<file path="config.mk">
export PLATFORM = sky130hd
export DESIGN_NAME = sha3_squeeze
export DESIGN_NICKNAME = d
export VERILOG_FILES = /design/src/rtl/sha3_squeeze.sv
export SDC_FILE = /design/constraint.sdc
export NUM_CORES = 2
export LEC_CHECK = 0
export ABC_AREA = 1
export CAP_MARGIN = 40
export CORE_AREA = 2 2 657 659
export DETAILED_ROUTE_END_ITERATION = 12
export DIE_AREA = 0 0 659 661
export PLACE_DENSITY = 0.44
export REMOVE_ABC_BUFFERS = 1
export SYNTH_ARGS = -nofsm -noshare
export SYNTH_HDL_FRONTEND = slang
export SYNTH_SLANG_ARGS = --single-unit
</file>
<file path="constraint.sdc">
create_clock -name CLK -period 4.1 [get_ports CLK]
set_input_delay 1.23 -clock CLK [delete_from_list [all_inputs] [get_ports CLK]]
set_output_delay 1.23 -clock CLK [all_outputs]
set_load 0.03 [all_outputs]
</file>
<file path="src/rtl/sha3_squeeze.sv">
`default_nettype none
// ============================================================================
// Module   : sha3_squeeze
// Brief    : Captures a permuted Keccak state and streams its rate lanes as
//            64-bit words, requesting further permutations for XOF output.
// Revision : 1.0 - initial release
// ============================================================================
module sha3_squeeze #(
    parameter int RATE_LANES = 17,
    parameter int OUT_LANES  = 4,
    parameter int LANE_W     = 64
) (
    input  logic                 CLK,
    input  logic                 RST,
    input  logic [25*LANE_W-1:0] STATE_IN,
    input  logic                 STATE_VALID,
    output logic                 STATE_READY,
    output logic                 PERM_REQ,
    output logic [LANE_W-1:0]    DOUT,
    output logic                 DOUT_VALID,
    input  logic                 DOUT_READY,
    output logic                 DOUT_LAST,
    output logic                 BUSY
);

    localparam int c_NUM_LANES = 25;
    localparam int c_LANE_CW   = (RATE_LANES > 1) ? $clog2(RATE_LANES) : 1;
    localparam int c_TOT_CW    = $clog2(OUT_LANES + 1);

    localparam logic [c_LANE_CW-1:0] c_LANE_LAST = c_LANE_CW'(RATE_LANES - 1);
    localparam logic [c_TOT_CW-1:0]  c_TOT_LAST  = c_TOT_CW'(OUT_LANES - 1);

    localparam logic [1:0] c_ST_IDLE      = 2'd0;
    localparam logic [1:0] c_ST_OUTPUT    = 2'd1;
    localparam logic [1:0] c_ST_WAIT_PERM = 2'd2;

    logic [1:0]              r_state;
    logic [c_LANE_CW-1:0]    r_lane_cnt;
    logic [c_TOT_CW-1:0]     r_total_cnt;
    logic [25*LANE_W-1:0]    r_lanes;
    logic                    r_state_ready;
    logic                    r_perm_req;
    logic                    r_dout_valid;
    logic                    r_dout_last;
    logic                    r_busy;

    logic [1:0]              w_state_nxt;
    logic [c_LANE_CW-1:0]    w_lane_nxt;
    logic [c_TOT_CW-1:0]     w_total_nxt;
    logic                    w_perm_nxt;
    logic                    w_capture;
    logic [LANE_W-1:0]       w_lane_arr [c_NUM_LANES];
    logic [4:0]              w_lane_idx;

    assign w_capture = STATE_VALID & r_state_ready;

    always_comb begin
        w_state_nxt = r_state;
        w_lane_nxt  = r_lane_cnt;
        w_total_nxt = r_total_cnt;
        w_perm_nxt  = 1'b0;
        case (r_state)
            c_ST_IDLE: begin
                if (w_capture) begin
                    w_state_nxt = c_ST_OUTPUT;
                    w_lane_nxt  = '0;
                    w_total_nxt = '0;
                end
            end
            c_ST_OUTPUT: begin
                if (DOUT_READY) begin
                    // Last lane wins over the rate boundary, so no stray permutation
                    if (r_total_cnt == c_TOT_LAST) begin
                        w_state_nxt = c_ST_IDLE;
                        w_lane_nxt  = '0;
                        w_total_nxt = '0;
                    end else if (r_lane_cnt == c_LANE_LAST) begin
                        w_state_nxt = c_ST_WAIT_PERM;
                        w_lane_nxt  = '0;
                        w_total_nxt = r_total_cnt + c_TOT_CW'(1);
                        w_perm_nxt  = 1'b1;
                    end else begin
                        w_lane_nxt  = r_lane_cnt + c_LANE_CW'(1);
                        w_total_nxt = r_total_cnt + c_TOT_CW'(1);
                    end
                end
            end
            c_ST_WAIT_PERM: begin
                if (w_capture) begin
                    w_state_nxt = c_ST_OUTPUT;
                    w_lane_nxt  = '0;
                end
            end
            default: begin
                w_state_nxt = c_ST_IDLE;
                w_lane_nxt  = '0;
                w_total_nxt = '0;
            end
        endcase
    end

    always_ff @(posedge CLK) begin
        if (RST) begin
            r_state       <= c_ST_IDLE;
            r_lane_cnt    <= '0;
            r_total_cnt   <= '0;
            r_lanes       <= '0;
            r_state_ready <= 1'b1;
            r_perm_req    <= 1'b0;
            r_dout_valid  <= 1'b0;
            r_dout_last   <= 1'b0;
            r_busy        <= 1'b0;
        end else begin
            r_state       <= w_state_nxt;
            r_lane_cnt    <= w_lane_nxt;
            r_total_cnt   <= w_total_nxt;
            if (w_capture) begin
                r_lanes <= STATE_IN;
            end
            r_state_ready <= (w_state_nxt != c_ST_OUTPUT);
            r_perm_req    <= w_perm_nxt;
            r_dout_valid  <= (w_state_nxt == c_ST_OUTPUT);
            r_dout_last   <= (w_state_nxt == c_ST_OUTPUT) && (w_total_nxt == c_TOT_LAST);
            r_busy        <= (w_state_nxt != c_ST_IDLE);
        end
    end

    for (genvar g = 0; g < c_NUM_LANES; g++) begin : g_lane
        assign w_lane_arr[g] = r_lanes[g*LANE_W +: LANE_W];
    end

    assign w_lane_idx  = 5'(r_lane_cnt);
    assign DOUT        = w_lane_arr[w_lane_idx];
    assign STATE_READY = r_state_ready;
    assign PERM_REQ    = r_perm_req;
    assign DOUT_VALID  = r_dout_valid;
    assign DOUT_LAST   = r_dout_last;
    assign BUSY        = r_busy;

endmodule
`default_nettype wire
</file>
==> results.sh <==
export IMPL_powerDensity_nw_per_um2=460
export IMPL_drt_pass1_iterations=8
export IMPL_antenna_found_initial=127
export IMPL_drc=0
export IMPL_grt_pass1_vias=74200
export IMPL_setup_slack_ns=-0.186
export IMPL_ys_ff_latch=1615
export IMPL_clockBufferDepth=4
export IMPL_ys_warnings_count=0
export IMPL_h_tree_depth=4
export IMPL_required_ns=2.87
export IMPL_final_common_cell="nor2_1"
export IMPL_start_util_pct=16.8
export IMPL_wl_per_cell_um=22.9
export IMPL_violations="setup timing"
export IMPL_clk_latency_ns=0.89
export IMPL_outcome="complete, but fails checks"
export IMPL_synth_area_leaders="dfxtp_1 45%, o21ai_0 13%, nor2_1 10%, nand2_1 9.7%, a21oi_1 7.2%"
export IMPL_hold_viol_final=0
export IMPL_layout_min_cycle_time_ns=4.29
export IMPL_fin_util_pct=25.6
export IMPL_ctsHoldBuffers=0
export IMPL_portBuffers=1672
export IMPL_hold_path_class="reg -> reg"
export IMPL_path_max_fanout=8
export IMPL_routed_wl_um=421000
export IMPL_dp_hpwl_um=299000
export IMPL_grt_max_degree=131
export IMPL_p_leak_uw=0.0448
export IMPL_startpoint_type="register"
export IMPL_clockRootBuffer="clkbuf_16"
export IMPL_synth_area_sq_um=72100
export IMPL_stdcell_area_sq_um=110000
export IMPL_placed_cell_area_sq_um=96500
export IMPL_maxSlewHeadroom_pct=51.4
export IMPL_clkTransAtPathRegs_ns=0.06
export IMPL_core_sq_um=429000
export IMPL_cap_violations=0
export IMPL_slew_viol_final=0
export IMPL_drt_iter0_drc=5764
export IMPL_dieArea_sq_um=436000
export IMPL_cp_end_kind="output pin"
export IMPL_fmax_mhz=233
export IMPL_final_cell_mix="1848 x nor2_1, 1788 x o21ai_0, 1682 x nand2_1"
export IMPL_rsz0062_at_grt="true"
export IMPL_cts_inserted_buffers=207
export IMPL_tritoncts="built"
export IMPL_vias=77600
export IMPL_fin_nets=14000
export IMPL_crit_type="reg -> out"
export IMPL_cp_data_arrival_time_ns=3.06
export IMPL_synthToLayoutAreaGrowth_pct=52.6
export IMPL_gp_congestion=0.857
export IMPL_fin_skew_ns=0.0358
export IMPL_via_per_inst=4.22
export IMPL_die_x_um=659
export IMPL_fin_crit_sh_pct=105
export IMPL_synth_top_area_share_pct=44.9
export IMPL_syn_avg_cell_area_sq_um=6.64
export IMPL_ant_nets=0
export IMPL_worst_pin_slew_ns=0.721
export IMPL_netlist_instances=10800
export IMPL_report_final_setup_viol=56
export IMPL_synth_cell_types=23
export IMPL_placementRows=241
export IMPL_cts_sinks=1615
export IMPL_die_h_um=661
export IMPL_ios=1673
export IMPL_overflow=0
export IMPL_fin_setup_tns_ns=-4.80
export IMPL_grt_pass1_wl_um=567000
export IMPL_yosys_area_top_type="dfxtp_1"
export IMPL_layout_drive_gt1_share_pct=11.1
export IMPL_yosysSeqAreaShare_pct=44.9
export IMPL_ir_drop_mv=0.374
export IMPL_grt_use_total_pct=18.1
registers in the layout (all words and copies together) (netlist names):
signal,cells
BUSY,1
DOUT_LAST,1
DOUT_VALID,1
PERM_REQ,1
STATE_READY,1
r_lane_cnt,5
r_lanes,1600
r_state,2
r_total_cnt,3
logic make-up (layout without fill, tap and decap cells):
| family | after synthesis | in the layout | synth area share (%) |
|---|---|---|---|
| compound gates | 3030 | 3030 | 21.3 |
| xor+xnor | 1 | 1 | 0.0122 |
| fa+ha+maj | 3 | 3 | 0.0521 |
| buf+inv | 1882 | 3640 | 10.5 |
| flops | 1615 | 1615 | 44.9 |
| other cells | 0 | 71 | 0 |
| simple gates | 4316 | 4316 | 23.3 |
worst max-delay path: stages, from the launching register on:
cell and delay (ns):
dfxtp_4 0.38, buf_12 0.18, clkinv_16 0.10, buf_16 0.17
buf_12 0.16, buf_12 0.14, buf_16 0.14, nand2_1 0.05
nand3_1 0.06, nand2_1 0.07, nand2_1 0.06, nand3_1 0.09
nor2_1 0.05, nor2_2 0.18, buf_6 0.15, buf_12 0.11
where the power goes:
| part | internal, uW | total (uW) | switching, uW |
|---|---|---|---|
| clock network | 11300 | 19300 | 7960 |
| registers | 17200 | 17800 | 602 |
| logic | 5550 | 13400 | 7860 |
| total | 34100 | 50500 | 16400 |
worst paths after layout:
check / from / to / slack, ns / depth (start not counted)
max reg2reg: STATE_READY$_SDFF_PP1_ / r_lanes[394]$_SDFFE_PP0P_ / 1.43 / 6
min: r_lanes[790]$_SDFFE_PP0P_ / r_lanes[790]$_SDFFE_PP0P_ / 0.45 / 2
min reg2reg: r_lanes[790]$_SDFFE_PP0P_ / r_lanes[790]$_SDFFE_PP0P_ / 0.45 / 2
max: r_lane_cnt[0]$_SDFFE_PP0P_ / DOUT[13] / -0.19 / 15
synth_stat cells:
library cell	instances
buf_1	27
inv_2	6
nor2_1	1992
clkbuf_1	543
a22oi_1	1
xor2_1	1
buf_4	9
nor2_4	1
nand4_1	2
o211ai_1	65
inv_1	1026
dfxtp_1	1615
buf_2	250
nor3_1	1
a21oi_1	1042
nor2_2	2
o21ai_0	1830
nand2_1	1859
o21ai_1	92
nand3_1	459
buf_6	19
clkbuf_2	2
ha_1	3
per-layer routing:
metal | up-vias | track usage, % | wire [um]
li1 | 37900 | - | -
met1 | 36800 | 22.4 | 177000
met2 | 2313 | 31.7 | 208000
met3 | 548 | 2.77 | 22000
met4 | 42 | 6.06 | 13400
met5 | - | 0 | 270
layout make-up:
type | instances | area (sq um)
clock inverters | 68 | 927
multi-input cells | 7350 | 34000
inverters | 1032 | 3980
clock buffers | 311 | 6170
diodes | 71 | 178
flip-flops and latches | 1615 | 32300
well taps | 5710 | 7140
repair inverters | 3 | 41.3
fillers | 47800 | 319000
repair buffers | 2226 | 25100
repair_timing:
item / 4_1_cts / 5_1_grt
gates resized for setup: 529 / 351
setup endpoints to repair: 64 / 64
setup buffers: 90 / 37
gates cloned: 45 / 29
pin swaps: 116 / 162
per-stage QoR:
stage / worst slack, ns / hold slack [ns] / std cells / power [uW]
2_1_floorplan: -85.07 / 0.431 / 9997 / 23600
3_3_place_gp: -0.328 / 0.438 / 17700 / 29600
3_5_place_dp: 0.127 / 0.441 / 17700 / 29700
4_1_cts: -0.322 / 0.450 / 18300 / 50400
5_1_grt: -0.322 / 0.463 / 18400 / 52800
6_report: -0.186 / 0.449 / 18400 / 50500
No activity file was read; power rests on OpenSTA's default activity.
